$ cat src/rtl/rand_range_pkg.sv
// Shared types and constants for the bounded random-number stage.
// Holds the FSM state encoding and the saturating counter helper.
package rand_pkg;

   localparam int RAND_WIDTH    = 16;
   localparam int REJ_CNT_WIDTH = 16;

   typedef enum logic [1:0] {
      IDLE = 2'd0,
      DRAW = 2'd1,
      RESP = 2'd2
   } state_e;

   function automatic logic [REJ_CNT_WIDTH-1:0] sat_inc(input logic [REJ_CNT_WIDTH-1:0] v);
      return (&v) ? v : v + REJ_CNT_WIDTH'(1);
   endfunction

endpackage

$ cat src/rtl/rand_range_if.sv
// Request/response handshake between the CPU bus logic (master) and rand_range (slave).
interface rand_range_if
   import rand_pkg::*;
#(
   parameter int WIDTH = RAND_WIDTH
);
   logic             req_valid;
   logic             req_ready;
   logic [WIDTH-1:0] req_limit;
   logic             rsp_valid;
   logic             rsp_ready;
   logic [WIDTH-1:0] rsp_data;

   modport master (
      output req_valid,
      output req_limit,
      output rsp_ready,
      input  req_ready,
      input  rsp_valid,
      input  rsp_data
   );

   modport slave (
      input  req_valid,
      input  req_limit,
      input  rsp_ready,
      output req_ready,
      output rsp_valid,
      output rsp_data
   );

endinterface

$ cat src/rtl/rand_range_mask_gen.sv
// Bit-smear: every bit at or below the highest set input bit becomes 1,
// giving the smallest 2^k-1 that covers the input value.
module mask_gen
   import rand_pkg::*;
#(
   parameter int WIDTH = RAND_WIDTH
) (
   input  logic [WIDTH-1:0] limit_m1_i,
   output logic [WIDTH-1:0] mask_o
);

   for (genvar gi = 0; gi < WIDTH; gi++) begin : g_smear
      assign mask_o[gi] = |limit_m1_i[WIDTH-1:gi];
   end

endmodule

$ cat src/rtl/rand_range.sv
// Uniform random value in [0, limit) by mask-and-reject over an external LFSR,
// with a bounded number of draws and a subtract fallback on the last try.
module rand_range
   import rand_pkg::*;
#(
   parameter int WIDTH     = RAND_WIDTH,
   parameter int MAX_TRIES = 8
) (
   input  logic                     clk,
   input  logic                     rst_n,
   rand_range_if.slave              bus,
   input  logic [WIDTH-1:0]         rnd_data,
   output logic                     rnd_en,
   output logic [REJ_CNT_WIDTH-1:0] reject_count
);

   localparam int          TRY_W       = $clog2(MAX_TRIES + 1);
   localparam logic [31:0] MAX_TRIES_U = 32'(MAX_TRIES);

   state_e                     state_q, state_d;
   logic [WIDTH-1:0]           limit_q, limit_d;
   logic [WIDTH-1:0]           mask_q, mask_d;
   logic [TRY_W-1:0]           tries_q, tries_d;
   logic [WIDTH-1:0]           rsp_data_q, rsp_data_d;
   logic [REJ_CNT_WIDTH-1:0]   rej_q, rej_d;

   logic [WIDTH-1:0]           limit_m1;
   logic [WIDTH-1:0]           mask_new;
   logic [WIDTH-1:0]           cand;
   logic                       last_try;
   logic                       draw_done;

   assign limit_m1 = bus.req_limit - WIDTH'(1);

   mask_gen #(.WIDTH(WIDTH)) u_mask_gen (
      .limit_m1_i (limit_m1),
      .mask_o     (mask_new)
   );

   assign cand      = rnd_data & mask_q;
   assign last_try  = (32'(tries_q) + 32'd1) >= MAX_TRIES_U;
   // limit==0 takes the raw word; limit==1 gives mask 0 so cand=0 always accepts.
   assign draw_done = (limit_q == '0) || (cand < limit_q) || last_try;

   always_ff @(posedge clk or negedge rst_n) begin
      if (!rst_n) begin
         state_q    <= IDLE;
         limit_q    <= '0;
         mask_q     <= '0;
         tries_q    <= '0;
         rsp_data_q <= '0;
         rej_q      <= '0;
      end else begin
         state_q    <= state_d;
         limit_q    <= limit_d;
         mask_q     <= mask_d;
         tries_q    <= tries_d;
         rsp_data_q <= rsp_data_d;
         rej_q      <= rej_d;
      end
   end

   always_comb begin
      state_d = state_q;
      case (state_q)
         IDLE:    if (bus.req_valid) state_d = DRAW;
         DRAW:    if (draw_done)     state_d = RESP;
         RESP:    if (bus.rsp_ready) state_d = IDLE;
         default: state_d = IDLE;
      endcase
   end

   always_comb begin
      limit_d    = limit_q;
      mask_d     = mask_q;
      tries_d    = tries_q;
      rsp_data_d = rsp_data_q;
      rej_d      = rej_q;
      case (state_q)
         IDLE: begin
            if (bus.req_valid) begin
               limit_d = bus.req_limit;
               mask_d  = mask_new;
               tries_d = '0;
            end
         end
         DRAW: begin
            if (limit_q == '0) begin
               rsp_data_d = rnd_data;
            end else if (cand < limit_q) begin
               rsp_data_d = cand;
            end else begin
               rej_d = sat_inc(rej_q);
               // mask <= 2*limit-1, so cand-limit is already in range
               if (last_try) rsp_data_d = cand - limit_q;
               else          tries_d    = tries_q + TRY_W'(1);
            end
         end
         default: ;
      endcase
   end

   // Outputs decode straight from state so reset drops them without waiting for an edge.
   always_comb begin
      bus.req_ready = 1'b0;
      bus.rsp_valid = 1'b0;
      rnd_en        = 1'b0;
      case (state_q)
         IDLE:    bus.req_ready = 1'b1;
         DRAW:    rnd_en        = 1'b1;
         RESP:    bus.rsp_valid = 1'b1;
         default: ;
      endcase
   end

   assign bus.rsp_data = rsp_data_q;
   assign reject_count = rej_q;

endmodule

$ cat src/flat_wrapper.sv
// flat-port wrapper written by rule: the top's interface ports become plain ports
module rand_range_flat import rand_pkg::*;
#(
   parameter int WIDTH     = RAND_WIDTH,
   parameter int MAX_TRIES = 8
)
  (clk, rst_n, rnd_data, rnd_en, reject_count, bus_req_valid, bus_req_limit, bus_rsp_ready, bus_req_ready, bus_rsp_valid, bus_rsp_data);
  rand_range_if #(.WIDTH(WIDTH)) bus_i ();
  input  logic clk;
  input  logic rst_n;
  input  logic [WIDTH-1:0] rnd_data;
  output logic rnd_en;
  output logic [REJ_CNT_WIDTH-1:0] reject_count;
  input wire logic [$bits(bus_i.req_valid)-1:0] bus_req_valid;
  input wire logic [$bits(bus_i.req_limit)-1:0] bus_req_limit;
  input wire logic [$bits(bus_i.rsp_ready)-1:0] bus_rsp_ready;
  output wire logic [$bits(bus_i.req_ready)-1:0] bus_req_ready;
  output wire logic [$bits(bus_i.rsp_valid)-1:0] bus_rsp_valid;
  output wire logic [$bits(bus_i.rsp_data)-1:0] bus_rsp_data;
  assign bus_i.req_valid = bus_req_valid;
  assign bus_i.req_limit = bus_req_limit;
  assign bus_i.rsp_ready = bus_rsp_ready;
  assign bus_req_ready = bus_i.req_ready;
  assign bus_rsp_valid = bus_i.rsp_valid;
  assign bus_rsp_data = bus_i.rsp_data;
  rand_range #(.WIDTH(WIDTH), .MAX_TRIES(MAX_TRIES)) u_core (.clk(clk), .rst_n(rst_n), .bus(bus_i), .rnd_data(rnd_data), .rnd_en(rnd_en), .reject_count(reject_count));
endmodule
$ cat config.mk
export PLATFORM = sky130hd
export DESIGN_NAME = rand_range_flat
export DESIGN_NICKNAME = d
export VERILOG_FILES = /design/src/rtl/rand_range_pkg.sv /design/src/rtl/rand_range_if.sv /design/src/rtl/rand_range_mask_gen.sv /design/src/rtl/rand_range.sv /design/src/flat_wrapper.sv
export SDC_FILE = /design/constraint.sdc
export NUM_CORES = 1
export LEC_CHECK = 0
export BUFFER_PORTS_ARGS = -buffer_cell sky130_fd_sc_hd__clkbuf_2
export CAP_MARGIN = 20
export CORE_MARGIN = 5
export CORE_UTILIZATION = 30
export DETAILED_ROUTE_END_ITERATION = 8
export GPL_TIMING_DRIVEN = 1
export PLACE_DENSITY = 0.48
export SYNTH_ARGS = -nofsm -noshare
export SYNTH_HDL_FRONTEND = slang
export SYNTH_SLANG_ARGS = --single-unit
$ cat constraint.sdc
create_clock -name clk -period 4.1 [get_ports clk]
set_clock_uncertainty 0.15 [all_clocks]
set_input_delay 0.41 -clock clk [delete_from_list [all_inputs] [get_ports clk]]
set_output_delay 0.41 -clock clk [all_outputs]
set_load 0.01 [all_outputs]
## Yosys cells after proc, flatten, opt, wreduce, memory -nomap -nowiden

Index checks and enable logic that the tools add are counted.

- Bits in registers: 70
- Input port bits: 36
- Output and inout port bits: 35
- Logic and storage cells: 67

- $add $sub $neg: 5
- Magnitude comparators: 2
- Equality and inequality tests: 8
- Multiplexer cells: 15
- Bitwise logic cells: 4
- Reductions and logical operators: 27

Operator list:

| cell | number |
|---|---|
| $mux 16 | 3 |
| $ge 32x4->1 const B | 1 |
| $add 16x1->16 const B | 1 |
| $and 16x16->16 | 1 |
| $logic_not 16->1 | 1 |
| $lt 16x16->1 | 1 |
| $mux 4 | 4 |
| $reduce_and 16->1 | 1 |
| $reduce_or 16->1 | 1 |
| $sub 16x1->16 const B | 1 |
| $sub 16x16->16 | 1 |
| $reduce_or 15->1 | 1 |
| $reduce_or 14->1 | 1 |
| $reduce_or 13->1 | 1 |
| $reduce_or 12->1 | 1 |
| $reduce_or 11->1 | 1 |
| $ne 2x2->1 const B | 5 |
| $reduce_or 10->1 | 1 |
| $reduce_or 9->1 | 1 |
| $pmux 4 s2 | 1 |
| $reduce_or 8->1 | 1 |
| $reduce_or 7->1 | 1 |
| $mux 2 | 3 |
| $pmux 2 s3 | 1 |
| other kinds (20) | 26 |

## Longest topological paths before layout

- Depth in word-level cells: 6
- Depth in mapped cells: 13
- Depth with buffers taken out: 10

## By module

A second synthesis with hierarchy kept.

- Cells, all modules: 514
- Area total of the unflattened synthesis: 4444.3 um2

Modules (own cells, without submodules):

| module | instances | cells each | area each (um2) |
|---|---|---|---|
| rand_range | 1 | 491 | 4306.6 |
| mask_gen | 1 | 23 | 137.6 |

## Least setup slack after synthesis

OpenSTA, ideal clock, no wires.

- Path kind: input -> register
- Start: in rnd_data[0]
- End: reg u_core.rej_q[9], in the netlist u_core.reject_count[9]
- Library setup time: 125 ps
- Arrival time: 2732 ps
- Data required time: 3825 ps
- Path slack: 1092 ps
- Stages on the path: 10
- Path buffers: 0
- Cells stage by stage: nand2_1 > ha_1 > fa_1 > nand2b_1 > a21o_1 > a21oi_1 > o31a_1 > o2111ai_1 > or4_1 > xnor2_1

- Word-level cells in the longest chain between the ends: 4

Ends and longest elaborated chain:

| element | RTL line | text |
|---|---|---|
| from (decl) | flat_wrapper.sv:11 | `input logic [WIDTH-1:0] rnd_data;` |
| $and 16x16->16 | rand_range.sv:40 | `assign cand = rnd_data & mask_q;` |
| $lt 16x16->1 | rand_range.sv:90 | `end else if (cand < limit_q) begin` |
| $not 1->1 (no source line) | n/a |  |
| $reduce_and 4->1 (no source line) | n/a |  |
| to (signal assigned) | rand_range.sv:59 | `rej_q <= rej_d;` |
| to (decl) | rand_range.sv:25 | `logic [REJ_CNT_WIDTH-1:0] rej_q, rej_d;` |

Every way passes these cells.
A chain may end at the register's enable or synchronous reset.

## Worst setup path in the final report

- Start: reg u_core.limit_q[0]
- End: reg u_core.rej_q[6], in the netlist u_core.reject_count[6]

- Word-level cells in the longest chain between the ends: 3
- Elaborated cells on any way between the ends: 5

Ends and longest elaborated chain:

| element | RTL line | text |
|---|---|---|
| from (decl) | rand_range.sv:21 | `logic [WIDTH-1:0] limit_q, limit_d;` |
| from (signal assigned) | rand_range.sv:55 | `limit_q <= limit_d;` |
| $lt 16x16->1 / $logic_not 16->1 (equally long branches) | rand_range.sv:90, rand_range.sv:88 |  |
| $not 1->1 (no source line) | n/a |  |
| $reduce_and 4->1 (no source line) (*) | n/a |  |

Mark *: on every way between the ends. The rest lies on a longest branch, timed or not.

==> impl_metrics.json <==
{
  "fin_cells": 782,
  "drive_gt1_share_pct": 20.5,
  "ant_nets": 0,
  "num_io_pins": 71,
  "finalSetupTns_ps": 0,
  "yosysSeqAreaShare_pct": 38.4,
  "synth_top_family_by_area": "simple AND/OR/NAND/NOR gates",
  "numCtsBuffers": 9,
  "hold_violations": 0,
  "initial_core_util_pct": 30.3,
  "whs_ps": 121,
  "fillers": 1570,
  "ys_warn_count": 0,
  "worstSetupPathType": "reg -> reg",
  "clockBufferDepth": 2,
  "crit_chain": "ha_1, fa_1, nand2b_1, a21o_1, a21oi_1, o31a_1, o2111ai_1, or3_1, xnor2_1",
  "grt.overflow.total": 0,
  "slew_headroom_pct": 52.9,
  "synth_fa_ha_area_share_pct": 6.20,
  "dr.first_iter.drc_count": 208,
  "fmax_ghz": 0.310,
  "synth.most_common_cell": "dfrtp_1",
  "crit_buf_inv": 0,
  "max-cap-violations": 0,
  "drt_pass1_iterations": 4,
  "hpwl_um": 10500,
  "synth_simple_gate_area_share_pct": 20.6,
  "clock-root-buffer": "clkbuf_16",
  "die_height_um": 133,
  "h-tree-depth": 3,
  "grt_pass1_vias": 4051,
  "placed_area_mm2": 0.00513,
  "worstSetupStartpointType": "flop",
  "ys_top_cells_by_count": "dfrtp_1 (70), nand2_1 (46), o21ai_0 (40)",
  "synthXorXnorAreaFrac_pct": 6.72,
  "placed_cells": 763,
  "pwr_density_cell_mw_per_mm2": 695,
  "r2r-end": "u_core.reject_count[6]",
  "clk_latency_ps": 330,
  "hold_path_end": "u_core.state_q[1]",
  "finish.net_count": 647,
  "avgSynthCellArea_um2": 8.81,
  "critPathRequiredTime_ps": 4160,
  "portBuffers": 70,
  "min_from": "bus_rsp_ready",
  "synth_top_cell_by_area": "dfrtp_1",
  "muxShareOfSynthArea_pct": 2.63,
  "num_rows": 45,
  "cp_slowest_cell": "or3_1",
  "grt_use_total_pct": 15.5,
  "worstPathMaxFanout": 7,
  "power.leakage_nw": 2.51,
  "hold_depth": 2,
  "gp_congestion": 0.833,
  "cts_tree": "done",
  "synth_compound_area_share_pct": 19.9,
  "hold_path.class": "in -> reg",
  "cpPeakStageDelay_ps": 430,
  "n_antenna_cell": 0,
  "async_flop_share_pct": 100,
  "slew_violations": 0,
  "synth_area_mm2": 0.00456,
  "r2r_slack_ps": 870,
  "grt_setup_unrepaired": "false",
  "dieArea_mm2": 0.0178,
  "die_x_um": 133,
  "synth_edf_count": 0,
  "antenna_found_initial": 0,
  "ys_ff_latch": 70,
  "period_needed_ps": 3230,
  "yosys.area.top_type_share_pct": 38.4,
  "num_vias": 3990,
  "routed_wirelength_um": 13300,
  "clk_pin_slew_ps": 60,
  "drc_errors": 0,
  "final_area_mm2": 0.00551,
  "period_share_pct": 78.7,
  "irDropWorstVdd_mv": 0.225,
  "setup_violations": 0,
  "r2r-start": "u_core.limit_q[0]",
  "syn_inst": 518,
  "cts.sinks": 70,
  "end_kind": "flop",
  "max_slew.worst_pin.slew_ps": 706,
  "reg2regPathDepth": 9,
  "grt_pass1_wl_um": 21900,
  "synthesis.nets": 576,
  "status": "complete, no violations",
  "cp_data_arrival_time_ps": 3290,
  "area_growth_pct": 20.8,
  "core_mm2": 0.0150,
  "wl_per_cell_um": 17.0,
  "viasPerCell": 5.10,
  "yosys_most_used_dff": "dfrtp_1",
  "synth_cell_type_count": 66,
  "ys_top_cells_by_area": "dfrtp_1 (38%), ha_1 (5.8%), o21ai_0 (4.4%)",
  "critPathTopFamily": "compound AO/OA/AOI/OAI gates",
  "grt_max_degree": 43
}
worst register-to-register path: stages, from the launching register on:
cell and delay [ps]:
dfrtp_1 420, ha_1 250, fa_1 410, nand2b_1 180, a21o_1 190, a21oi_1 340
o31a_1 280, o2111ai_1 310, or3_1 430, xnor2_1 140
registers in the layout, indices dropped and copies added, names as in the netlist:
| register | cells |
|---|---|
| u_core.state_q | 2 |
| u_core.mask_q | 16 |
| u_core.limit_q | 16 |
| u_core.bus.rsp_data | 16 |
| u_core.tries_q | 4 |
| u_core.reject_count | 16 |
worst max-delay path by stage:
| stage | from | to | slack, ps | cells past startpoint |
|---|---|---|---|---|
| 3_5_place_dp | bus_req_limit[0] | u_core.mask_q[4] | 740 | 10 |
| 5_1_grt | u_core.limit_q[0] | u_core.reject_count[6] | 670 | 9 |
| 6_report | u_core.limit_q[0] | u_core.reject_count[6] | 870 | 9 |
| 2_1_floorplan | rnd_data[0] | u_core.reject_count[9] | 1090 | 10 |
| 4_1_cts | u_core.limit_q[0] | u_core.reject_count[6] | 870 | 9 |
| 3_3_place_gp | bus_req_limit[0] | u_core.mask_q[0] | 780 | 10 |
routing by layer:
layer | GRT usage (%) | part of all wire (%) | vias to the layer above
met3 | 2.95 | 5.0 | 16
met5 | 0 | 0 | -
met1 | 22.0 | 48 | 1885
met2 | 24.0 | 46 | 100
li1 | - | - | 1989
met4 | 4.74 | 1.6 | 0
power by group:
| part | switching (mW) | internal (mW) | total [mW] |
|---|---|---|---|
| combinational | 1.13 | 0.825 | 1.96 |
| sequential | 0.157 | 0.907 | 1.06 |
| clock | 0.278 | 0.535 | 0.812 |
| total | 1.56 | 2.27 | 3.83 |
cells by family (layout without fill, tap and decap cells):
| family | after synthesis | after routing |
|---|---|---|
| AO/OA/AOI/OAI | 136 | 136 |
| XOR/XNOR | 35 | 35 |
| adder cells (fa/ha/maj) | 22 | 22 |
| buffers and inverters | 64 | 140 |
| flip-flops | 70 | 70 |
| multiplexers | 11 | 11 |
| AND/OR/NAND/NOR | 180 | 180 |
per-stage QoR:
stage | utilization, % | power (mW) | setup slack, ps
2_1_floorplan | - | 2.36 | 1090
4_1_cts | 36.3 | 3.84 | 875
6_report | 36.7 | 3.83 | 872
5_1_grt | 36.7 | 4.15 | 673
3_3_place_gp | 34.1 | 3.01 | 777
3_5_place_dp | 34.1 | 3.01 | 745
layout by cell type (no fill, tap or decap), types with 7 or more instances in the layout:
cell,instances
a21oi_1,26
xor2_1,19
nor2_1,36
clkbuf_16,9
clkbuf_2,69
o31ai_1,7
nand3_1,12
xnor2_1,16
mux2_2,8
nand2_1,46
nand2b_1,7
inv_1,39
and2_1,16
dfrtp_1,70
nor3_1,22
and3_1,8
buf_4,12
o21ai_0,40
ha_1,21
cell type report:
| class | instances | area (um2) | area share [%] |
|---|---|---|---|
| clock buffer | 13 | 280 | 5.09 |
| clock inverter | 3 | 40.0 | 0.727 |
| inverter | 39 | 146 | 2.66 |
| multi-input combinational | 384 | 2560 | 46.4 |
| sequential | 70 | 1750 | 31.8 |
| tap | 188 | 235 | 4.27 |
| timing repair buffer | 85 | 498 | 9.04 |
what timing repair did:
action | 4_1_cts | 5_1_grt
setup endpoints to repair | 0 | 0
resized for setup | 0 | 0
buffers inserted | 0 | 0
hold buffers | 0 | 1
hold endpoints to repair | 0 | 6
(Power assumes the default switching activity.)
